### src/rtl/matrix_sequencer.sv
// ----------------------------------------------------------------------------
// matrix_sequencer
//
// Walks a tiled matrix multiply C[n x p] = A[n x m] * B[m x p] using 3x3 tiles.
// For every output tile (i, j) it clears the accumulator, then for each inner
// tile k reads A(i,k) and B(k,j) and accumulates their product. Finally it
// writes the accumulator to C(i,j). Tiles are visited with i outermost, j in
// the middle and k innermost.
//
// Ports
//   clk      : clock, all state changes on the rising edge
//   reset    : asynchronous active-high reset, returns the block to IDLE
//   start    : begin a job (only looked at while IDLE)
//   n, m, p  : matrix dimensions, captured when start is accepted
//   row_t    : tile row index for the matrix manager
//   col_t    : tile column index for the matrix manager
//   column   : operand select, 0 = A tile, 1 = B tile
//   rd_en    : read one 3x3 tile this cycle
//   load_a   : capture the manager output into the A tile register
//   load_b   : capture the manager output into the B tile register
//   acc_clr  : clear the 3x3 accumulator
//   mac_en   : accumulate A*B into the accumulator
//   dm_we    : write the accumulator tile to C
//   busy     : a job is in progress (every state except IDLE)
//   done     : one-cycle pulse when the job finishes
// ----------------------------------------------------------------------------
module matrix_sequencer (
    input  logic       clk,
    input  logic       reset,
    input  logic       start,
    input  logic [9:0] n,
    input  logic [9:0] m,
    input  logic [9:0] p,
    output logic [8:0] row_t,
    output logic [8:0] col_t,
    output logic       column,
    output logic       rd_en,
    output logic       load_a,
    output logic       load_b,
    output logic       acc_clr,
    output logic       mac_en,
    output logic       dm_we,
    output logic       busy,
    output logic       done
);

    typedef enum logic [2:0] {
        IDLE,
        CLR,
        RDA,
        RDB,
        MAC,
        WR,
        DONE
    } state_t;

    state_t     state_reg;
    logic [8:0] i_reg;
    logic [8:0] j_reg;
    logic [8:0] k_reg;
    logic [9:0] n_reg;
    logic [9:0] m_reg;
    logic [9:0] p_reg;

    // Tile counts are ceil(dim/3). The +2 is done in 11 bits so that 1022 and
    // 1023 do not wrap; the largest quotient (341) fits comfortably in 9 bits.
    logic [8:0] rt;
    logic [8:0] kt;
    logic [8:0] ct;

    assign rt = 9'(({1'b0, n_reg} + 11'd2) / 11'd3);
    assign kt = 9'(({1'b0, m_reg} + 11'd2) / 11'd3);
    assign ct = 9'(({1'b0, p_reg} + 11'd2) / 11'd3);

    // Last-index values. Only used while a job with non-zero dimensions is
    // running, so every count is at least 1 and the subtraction cannot wrap.
    logic [8:0] rt_last;
    logic [8:0] kt_last;
    logic [8:0] ct_last;

    assign rt_last = rt - 9'd1;
    assign kt_last = kt - 9'd1;
    assign ct_last = ct - 9'd1;

    logic any_zero;
    assign any_zero = (n == 10'd0) || (m == 10'd0) || (p == 10'd0);

    // ------------------------------------------------------------------------
    // State, index and dimension registers
    // ------------------------------------------------------------------------
    always_ff @(posedge clk or posedge reset) begin
        if (reset) begin
            state_reg <= IDLE;
            i_reg     <= 9'd0;
            j_reg     <= 9'd0;
            k_reg     <= 9'd0;
            n_reg     <= 10'd0;
            m_reg     <= 10'd0;
            p_reg     <= 10'd0;
        end else begin
            case (state_reg)
                IDLE: begin
                    if (start) begin
                        n_reg     <= n;
                        m_reg     <= m;
                        p_reg     <= p;
                        i_reg     <= 9'd0;
                        j_reg     <= 9'd0;
                        k_reg     <= 9'd0;
                        state_reg <= any_zero ? DONE : CLR;
                    end
                end
                CLR: state_reg <= RDA;
                RDA: state_reg <= RDB;
                RDB: state_reg <= MAC;
                MAC: begin
                    if (k_reg < kt_last) begin
                        k_reg     <= k_reg + 9'd1;
                        state_reg <= RDA;
                    end else begin
                        state_reg <= WR;
                    end
                end
                WR: begin
                    k_reg <= 9'd0;
                    if (j_reg < ct_last) begin
                        j_reg     <= j_reg + 9'd1;
                        state_reg <= CLR;
                    end else if (i_reg < rt_last) begin
                        j_reg     <= 9'd0;
                        i_reg     <= i_reg + 9'd1;
                        state_reg <= CLR;
                    end else begin
                        state_reg <= DONE;
                    end
                end
                DONE:    state_reg <= IDLE;
                default: state_reg <= IDLE;
            endcase
        end
    end

    // ------------------------------------------------------------------------
    // Moore output decode: depends only on registered state and indices, so
    // an asynchronous reset drives every output to 0 immediately.
    // ------------------------------------------------------------------------
    always_comb begin
        row_t   = 9'd0;
        col_t   = 9'd0;
        column  = 1'b0;
        rd_en   = 1'b0;
        load_a  = 1'b0;
        load_b  = 1'b0;
        acc_clr = 1'b0;
        mac_en  = 1'b0;
        dm_we   = 1'b0;
        busy    = (state_reg != IDLE);
        done    = 1'b0;
        case (state_reg)
            CLR: acc_clr = 1'b1;
            RDA: begin
                rd_en  = 1'b1;
                load_a = 1'b1;
                row_t  = i_reg;
                col_t  = k_reg;
            end
            RDB: begin
                rd_en  = 1'b1;
                load_b = 1'b1;
                column = 1'b1;
                row_t  = k_reg;
                col_t  = j_reg;
            end
            MAC: mac_en = 1'b1;
            WR: begin
                dm_we = 1'b1;
                row_t = i_reg;
                col_t = j_reg;
            end
            DONE:    done = 1'b1;
            default: ;
        endcase
    end

endmodule

### config.mk
export PLATFORM = sky130hd
export DESIGN_NAME = matrix_sequencer
export DESIGN_NICKNAME = d
export VERILOG_FILES = /design/src/rtl/matrix_sequencer.sv
export SDC_FILE = /design/constraint.sdc
export NUM_CORES = 1
export LEC_CHECK = 0
export ABC_AREA = 1
export CAP_MARGIN = 10
export CORE_UTILIZATION = 56
export CTS_CLUSTER_DIAMETER = 50
export DETAILED_ROUTE_END_ITERATION = 12
export GPL_TIMING_DRIVEN = 1
export PLACE_DENSITY = 0.9
export SKIP_CTS_REPAIR_TIMING = 1
export SYNTH_ARGS = -nofsm -noshare
export SYNTH_HDL_FRONTEND = slang
export SYNTH_SLANG_ARGS = --single-unit
export TNS_END_PERCENT = 1
### constraint.sdc
create_clock -name clk -period 6.59 [get_ports clk]
set_clock_uncertainty 0.1 [all_clocks]
set_input_delay 0.659 -clock clk [delete_from_list [all_inputs] [get_ports clk]]
set_output_delay 0.659 -clock clk [all_outputs]
set_load 0.05 [all_outputs]
==> Implementation_results.wiki, run 1 <==
{| class="wikitable"
! Metric !! Value
|-
| Number of clock sinks seen by CTS || 60
|-
| Half-perimeter wire length after placement || 25490 um
|-
| Share of the synthesized area in the top cell type || 16.04%
|-
| Number of distinct library cells after synthesis || 59
|-
| Die Span Y || 131.3 um
|-
| Number of flip-flops and latches in the synthesized netlist || 60
|-
| Proportion of synthesized flip-flops having asynchronous set or reset || 100.0%
|-
| Number of instances in the synthesized netlist || 1498
|-
| Biggest area contributors in the synthesized netlist || dfrtp_1 (16%), nand2_1 (16%), inv_1 (7.8%)
|-
| Nets in the synthesized netlist || 1576
|-
| Final Wtd Congestion || 0.9235
|-
| Total of warnings raised by yosys || 0
|-
| Most used flip-flop cell after synthesis || dfrtp_1
|-
| Overall track demand over capacity in global routing || 77.54%
|-
| Post-synthesis cell area || 9363 um2
|-
| Total gr overflow || 184
|-
| Stage where the run ended || 5_1_grt
|-
| Chip Width || 131.3 um
|-
| Kind of pin the worst path terminates on || register data pin
|-
| Effective utilization at floorplan || 58.10%
|-
| Number of enable-type register cells in the synthesized netlist || 0
|-
| Status || stopped before the end
|-
| Cell types with the highest counts after synthesis || nand2_1 (395), inv_1 (194), nand3_1 (142)
|-
| Total CTS buffers || 9
|-
| First error line in the log || [ERROR GRT-0232] Routing congestion too high. Check the congestion heatmap in the GUI.
|-
| Maximum level of the CTS H-tree || 3
|-
| Deepest clock path buffer count || 2
|-
| Top-count cell post-synth || nand2_1
|-
| Input/output buffers || 59
|-
| Post-synthesis average cell area || 6.250 um2
|-
| Top cell type by total area after synthesis || dfrtp_1
|-
| Total number of placement rows || 46
|-
| Sequential area share after synthesis || 16.04%
|-
| Clock tree root driver cell || clkbuf_16
|-
| Ports placed on the boundary || 60
|-
| Placed instance count || 2036
|-
| Worst setup endpoint after the global-route repair_timing || j_reg[8]$_DFFE_PP0P_/D
|-
| Maximum number of pins on one net before global-route repair || 61
|}
-- layer usage --
layer  GRT overflow  GRT usage [%]
met5              0          15.20
met4             67          86.95
met3              2          57.75
met2            114          96.96
met1              1          75.70
-- cells by family after synthesis --
| kind of cell | after synthesis | synth area share [%] |
|---|---|---|
| AOI/OAI and AO/OA | 136 | 8.820 |
| muxes | 2 | 0.2405 |
| xor gates and xnor gates | 44 | 4.357 |
| adders and majority gates | 45 | 6.014 |
| DFF | 60 | 16.04 |
| and+or+nand+nor | 962 | 53.91 |
| buffers and inverters | 249 | 10.62 |
-- metrics by stage --
step | cell area [um2] | worst slack [ns] | hold slack, ns
CTS | 12630 | -1.803 | 0.4521
detailed placement | 12250 | -1.374 | 0.4197
global placement | 12250 | -0.6747 | 0.3929
floorplan | 9403 | -0.4802 | 0.3650
==> inputs of run 2 (changes only) <==
CORE_UTILIZATION = 40   (was 56)
CTS_CLUSTER_DIAMETER = not set   (was 50)
PLACE_DENSITY = not set   (was 0.9)
PLACE_DENSITY_LB_ADDON = 0.15   (was not set)
clock period = 8.6 ns   (was 6.59 ns; I/O delays follow)
==> run 2 against run 1 <==
Compared with the run above: the run now ends clean; area after synthesis did not move; synthesized cell count did not move.
==> Implementation_results.wiki, run 2 <==
{| class="wikitable"
! Metric !! Value
|-
| Top cell type by total area after synthesis || dfrtp_1
|-
| Element type at the critical path end || flip-flop
|-
| Data required time of the worst path || 8.74 ns
|-
| Most common library cell in the layout ignoring fill and taps || nand2_1
|-
| Antenna Diode Count || 0
|-
| Input/output buffers || 59 (unchanged)
|-
| Total number of placement rows || 55 (+20%)
|-
| Launch point of the worst path || n_reg[1]$_DFFE_PP0P_
|-
| Kind of start point of the critical path || flip-flop
|-
| Total of warnings raised by yosys || 0 (unchanged)
|-
| Number of enable-type register cells in the synthesized netlist || 0 (unchanged)
|-
| Maximum level of the CTS H-tree || 3 (unchanged)
|-
| Final Wtd Congestion || 0.9163 (-0.78%)
|-
| Iteration-0 DRC count of the detailed router || 491
|-
| Post-synthesis share of cell area spent on full adders, half adders and majority gates || 6.014% (unchanged)
|-
| Maximum number of pins on one net before global-route repair || 61
|-
| Startpoint of the lowest-slack register-to-register path || n_reg[1]$_DFFE_PP0P_
|-
| Clock latency on the worst-skew pair || 0.34 ns
|-
| R2R setup slack || 0.63 ns
|-
| Die Span Y || 155.0 um (+18%)
|-
| Effective utilization at floorplan || 41.10% (-17 points)
|-
| Slowest cell delay on critical path || 0.46 ns
|-
| Area added between synthesis and finish || 20.26%
|-
| Number of flip-flops and latches in the synthesized netlist || 60 (unchanged)
|-
| Crit path max fanout || 10
|-
| Layout net count || 1679
|-
| Post-synthesis average cell area || 6.250 um2 (unchanged)
|-
| Total via count after detailed routing || 9584
|-
| Status || finished clean
|-
| Worst-case reg-to-reg path depth || 65
|-
| Std-Cell Core Area || 22780 um2
|-
| Mean routed wirelength per cell || 13.17 um
|-
| Multiplexer share of the synthesized area || 0.2405% (unchanged)
|-
| Placed instance area || 10310 um2 (-16%)
|-
| Worst rel slew slack || 37.54%
|-
| Library cell appearing most often on the critical path || nand2_1
|-
| Clock transition at the registers of the reported paths || 0.06 ns
|-
| Biggest area contributors in the synthesized netlist || dfrtp_1 (16%), nand2_1 (16%), inv_1 (7.8%)
|-
| Largest family of logic cells by synthesized area || simple AND/OR/NAND/NOR gates
|-
| Wire length of the first global-routing pass || 41990 um
|-
| Proportion of synthesized flip-flops having asynchronous set or reset || 100.0% (unchanged)
|-
| Number of clock sinks seen by CTS || 60 (unchanged)
|-
| Final clock period utilization by the worst path || 92.71%
|-
| Final-report hold violation count || 0
|-
| Remaining routing DRC violations || 0
|-
| Actual transition at the worst max-transition pin || 0.9334 ns
|-
| Top achievable clock speed || 0.1254 GHz
|-
| Area fraction in and, or, nand and nor cells after synthesis || 53.91% (unchanged)
|-
| Final Max Tran Viols || 0
|-
| Critical-path cell with the highest stage delay || dfrtp_2
|-
| Most used flip-flop cell after synthesis || dfrtp_1
|-
| Remaining number of nets flagged by the antenna check after routing || 0
|-
| Highest-count cells in the layout ignoring fill and taps || nand2_1 (388), inv_1 (192), nand3_1 (137)
|-
| Post-route cell area || 11260 um2
|-
| Antenna violations before repair || 0
|-
| Deepest clock path buffer count || 2 (unchanged)
|-
| Chip Width || 155.0 um (+18%)
|-
| Fill cell count || 2354
|-
| Ports placed on the boundary || 60 (unchanged)
|-
| Worst hold stages || 2
|-
| Setup Viol. Count Final || 0
|-
| Total CTS buffers || 9 (unchanged)
|-
| Setup repair after global routing missed its margin || yes
|-
| Total gr overflow || 0
|-
| Routed wire length || 25270 um
|-
| Post-synthesis compound-gate area fraction || 8.820% (unchanged)
|-
| Area of the die || 24020 um2
|-
| Top-count cell post-synth || nand2_1
|-
| Sequential area share after synthesis || 16.04% (unchanged)
|-
| CTS tree || done
|-
| Number of distinct library cells after synthesis || 59 (unchanged)
|-
| # Max-Cap Violations || 0
|-
| Xor/xnor share of the synthesized area || 4.357% (unchanged)
|-
| Sum of negative setup slack || 0 ns
|-
| Terminus of the critical flop-to-flop path || i_reg[1]$_DFFE_PP0P_
|-
| Clock tree root driver cell || clkbuf_16
|-
| Overall track demand over capacity in global routing || 21.32%
|-
| Nets in the synthesized netlist || 1576 (unchanged)
|-
| Post-synthesis cell area || 9363 um2 (unchanged)
|-
| Average vias per placed instance || 4.994
|-
| Cell types with the highest counts after synthesis || nand2_1 (395), inv_1 (194), nand3_1 (142)
|-
| Iteration count of the initial detailed-routing pass || 5
|-
| Crit path time final || 7.973 ns
|-
| CP arrival || 8.11 ns
|-
| Layout cells sized above 1 || 23.54%
|-
| Type of the tightest min-delay check || flip-flop to flip-flop
|-
| Half-perimeter wire length after placement || 20210 um (-21%)
|-
| Crit path capture || i_reg[1]$_DFFE_PP0P_
|-
| Number of instances in the synthesized netlist || 1498 (unchanged)
|-
| Classification of the worst setup path || flip-flop to flip-flop
|-
| Share of the synthesized area in the top cell type || 16.04% (unchanged)
|-
| Number of global-route vias before repair || 8629
|}
==> run 2: metal layers <==
| layer | track usage (%) | part of all wire (%) | vias to the layer above |
|---|---|---|---|
| li1 | - | - | 5056 |
| met1 | 30.64 | 51 | 4368 |
| met2 | 33.63 | 45 | 145 |
| met3 | 3.398 | 3.3 | 15 |
| met4 | 3.913 | 0.93 | 0 |
| met5 | 0 | 0 | - |
==> run 2: logic make-up (layout without fill, tap and decap cells) <==
group                      count (synthesis)  count (layout)
buffers and inverters                    249             354
AOI/OAI and AO/OA                        136             136
DFF                                       60              60
and+or+nand+nor                          962             965
adders and majority gates                 45              45
muxes                                      2               2
xor gates and xnor gates                  44              44
==> run 2: worst min-delay path by stage <==
stage                              start                    to  slack, ns
floorplan           n_reg[0]$_DFFE_PP0P_  n_reg[0]$_DFFE_PP0P_       0.36
global placement    j_reg[0]$_DFFE_PP0P_  j_reg[0]$_DFFE_PP0P_       0.39
detailed placement  j_reg[0]$_DFFE_PP0P_  j_reg[0]$_DFFE_PP0P_       0.40
CTS                 j_reg[0]$_DFFE_PP0P_  j_reg[0]$_DFFE_PP0P_       0.41
global route        j_reg[0]$_DFFE_PP0P_  j_reg[0]$_DFFE_PP0P_       0.44
finish              j_reg[0]$_DFFE_PP0P_  j_reg[0]$_DFFE_PP0P_       0.42
==> run 2: critical path: cells and delay by family (launching register included) <==
kind	cells	cell delay, ns
AO/OA/AOI/OAI	1	0.30
XOR/XNOR	1	0.16
AND/OR/NAND/NOR	50	5.16
adder cells (fa/ha/maj)	4	0.88
flip-flops	1	0.46
buffers and inverters	9	0.79
==> run 2: cell type report <==
type	count	area, um2	area share (%)
clock inverters	4	95.09	0.8445
repair buffers	103	945.9	8.401
inverters	235	889.6	7.901
well taps	313	391.6	3.478
flip-flops and latches	60	1510	13.41
multi-input cells	1192	7171	63.69
clock buffers	12	256.5	2.278
==> run 2: stage by stage <==
step | hold slack [ns] | util, % | setup slack (ns) | instances
after floorplan | 0.3650 | - | 1.356 | 1498
after global placement | 0.3935 | 45.26 | 0.1614 | 1865
after detailed placement | 0.4015 | 45.26 | 0.07822 | 1865
after CTS | 0.4147 | 46.81 | 0.06184 | 1881
after global routing | 0.4410 | 49.43 | -0.06881 | 1919
final | 0.4164 | 49.43 | 0.6267 | 1919
Power of run 2 is not shown: default switching activity piles up to over one toggle a cycle in this logic, so the estimate is an artifact.
==> inputs of run 3 (changes only) <==
HOLD_SLACK_MARGIN = 0.08   (was not set)
clock period = 8 ns   (was 8.6 ns; I/O delays follow)
==> run 3 against run 2 <==
Compared with the run above: cell count grew 4.8%; hold slack worse by 0.0073 ns; non-clock buffer count increased by 94; first-iteration DRC count is 2.4% higher; critical path depth shrank 9; wire length is 6.4% higher; via count grew 5.0%; critical path type unchanged.
==> Implementation_results.wiki, run 3 (synthesis results as in run 2) <==
{| class="wikitable"
! Metric !! Value
|-
| Status || finished clean
|-
| Std-Cell Core Area || 22780 um2 (unchanged)
|-
| Layout net count || 1772 (+5.5%)
|-
| Number of global-route vias before repair || 8696 (+0.78%)
|-
| HP Start || j_reg[4]$_DFFE_PP0P_
|-
| Startpoint of the lowest-slack register-to-register path || n_reg[2]$_DFFE_PP0P_
|-
| Effective utilization at floorplan || 41.10% (unchanged)
|-
| Worst hold stages || 2 (unchanged)
|-
| Total gr overflow || 0 (unchanged)
|-
| Die Span Y || 155.0 um (unchanged)
|-
| Routed wire length || 26880 um (+6.4%)
|-
| Iteration-0 DRC count of the detailed router || 503 (+2.4%)
|-
| Worst-case reg-to-reg path depth || 56 (-14%)
|-
| Remaining routing DRC violations || 0 (unchanged)
|-
| Clock tree root driver cell || clkbuf_16
|-
| Crit path max fanout || 9 (-1)
|-
| Slowest cell delay on critical path || 0.46 ns (about the same)
|-
| Maximum number of pins on one net before global-route repair || 61 (unchanged)
|-
| Critical-path cell with the highest stage delay || dfrtp_2
|-
| Chip Width || 155.0 um (unchanged)
|-
| Sum of negative setup slack || 0 ns (unchanged)
|-
| Classification of the worst setup path || flip-flop to flip-flop
|-
| Maximum level of the CTS H-tree || 3 (unchanged)
|-
| Deepest clock path buffer count || 2 (unchanged)
|-
| Antenna violations before repair || 0 (unchanged)
|-
| Clock latency on the worst-skew pair || 0.35 ns (about the same)
|-
| Total CTS buffers || 9 (unchanged)
|-
| Input/output buffers || 59 (unchanged)
|-
| Number of clock sinks seen by CTS || 60 (unchanged)
|-
| Actual transition at the worst max-transition pin || 0.9959 ns (+0.06251 ns)
|-
| Clock transition at the registers of the reported paths || 0.05 ns (about the same)
|-
| Data required time of the worst path || 8.18 ns (-0.56 ns)
|-
| R2R setup slack || 0.37 ns (-0.25 ns)
|-
| Remaining number of nets flagged by the antenna check after routing || 0 (unchanged)
|-
| Capture endpoint of the worst hold path || j_reg[4]$_DFFE_PP0P_
|-
| Final clock period utilization by the worst path || 95.35% (+2.6 points)
|-
| Total number of placement rows || 55 (unchanged)
|-
| Kind of start point of the critical path || flip-flop
|-
| Ports placed on the boundary || 60 (unchanged)
|-
| Half-perimeter wire length after placement || 20260 um (+0.21%)
|-
| Crit path time final || 7.628 ns (-0.3454 ns)
|-
| Terminus of the critical flop-to-flop path || j_reg[6]$_DFFE_PP0P_
|-
| Top achievable clock speed || 0.1311 GHz (+4.5%)
|-
| Iteration count of the initial detailed-routing pass || 5 (unchanged)
|-
| Mean routed wirelength per cell || 13.37 um (+1.5%)
|-
| Total via count after detailed routing || 10.06k (+5.0%)
|-
| Setup Viol. Count Final || 0 (unchanged)
|-
| CTS tree || done
|-
| # Max-Cap Violations || 0 (unchanged)
|-
| Overall track demand over capacity in global routing || 21.17% (-0.15 points)
|-
| Final Max Tran Viols || 0 (unchanged)
|-
| Area of the die || 24020 um2 (unchanged)
|-
| Most common library cell in the layout ignoring fill and taps || nand2_1
|-
| Final-report hold violation count || 0 (unchanged)
|-
| Final Wtd Congestion || 0.9060 (-1.1%)
|-
| Layout cells sized above 1 || 34.57% (+11 points)
|-
| Highest-count cells in the layout ignoring fill and taps || nand2_1 (341), inv_1 (180), buf_4 (129)
|-
| CP arrival || 7.81 ns (-0.30 ns)
|-
| Antenna Diode Count || 0 (unchanged)
|-
| Type of the tightest min-delay check || flip-flop to flip-flop
|-
| Wire length of the first global-routing pass || 41750 um (-0.56%)
|-
| Worst rel slew slack || 33.36% (-4.2 points)
|-
| Area added between synthesis and finish || 35.28%
|-
| Average vias per placed instance || 5.004 (+0.20%)
|-
| Library cell appearing most often on the critical path || nand2_2
|-
| Element type at the critical path end || flip-flop
|}
-- run 3: cell count changes in the layout (fill, tap and decap cells not counted), moves of 12 or more --
cell	delta
buf_4	+87
inv_1	-12
nand2_1	-47
nand2_2	+23
nand2_4	+20
nand3_1	-23
nand3_4	+12
nor2_1	-12
-- run 3: worst max-delay path by stage --
stage                          from                    to  depth (start not counted)
6_report       n_reg[2]$_DFFE_PP0P_  j_reg[6]$_DFFE_PP0P_                         56
3_3_place_gp   n_reg[2]$_DFFE_PP0P_  j_reg[0]$_DFFE_PP0P_                         63
5_1_grt        n_reg[2]$_DFFE_PP0P_  j_reg[3]$_DFFE_PP0P_                         59
4_1_cts        n_reg[2]$_DFFE_PP0P_  j_reg[6]$_DFFE_PP0P_                         63
3_5_place_dp   n_reg[2]$_DFFE_PP0P_  j_reg[0]$_DFFE_PP0P_                         63
2_1_floorplan  m_reg[1]$_DFFE_PP0P_  k_reg[8]$_DFFE_PP0P_                         61
-- run 3: metal layers --
layer | up-vias | wire [um] | track usage [%]
li1 | 5235 | - | -
met1 | 4624 | 13000 | 29.88
met2 | 173 | 12550 | 33.93
met3 | 32 | 861 | 3.231
met4 | 0 | 467 | 4.385
met5 | - | 0 | 0
-- run 3: cell type report --
class,instances,area (um2)
fillers,2207,10110
multi-input cells,1191,7878
repair buffers,197,1673
flip-flops and latches,60,1511
inverters,235,908.4
well taps,313,391.6
clock buffers,14,274.0
clock inverters,1,30.03
-- run 3: per-stage QoR --
stage	std cells	utilization, %	hold slack [ns]	setup WS, ns	cell area [um2]
CTS	1929	48.27	0.4129	-0.1595	10990
finish	2011	55.61	0.4091	0.3722	12670
global route	2011	55.61	0.4313	-0.1306	12670
detailed placement	1914	46.93	0.4016	-0.1270	10690
global placement	1914	46.93	0.3912	0.1516	10690
floorplan	1498	-	0.3650	0.7559	9363
-- run 3: critical path, delay by kind of cell, from the launching register on --
kind / cells / cell delay [ns]
buf+inv: 7 / 0.65
xor+xnor: 1 / 0.17
flops: 1 / 0.46
compound gates: 3 / 0.76
simple gates: 42 / 4.74
fa+ha+maj: 3 / 0.66
Power of run 3 is left out for the same reason.
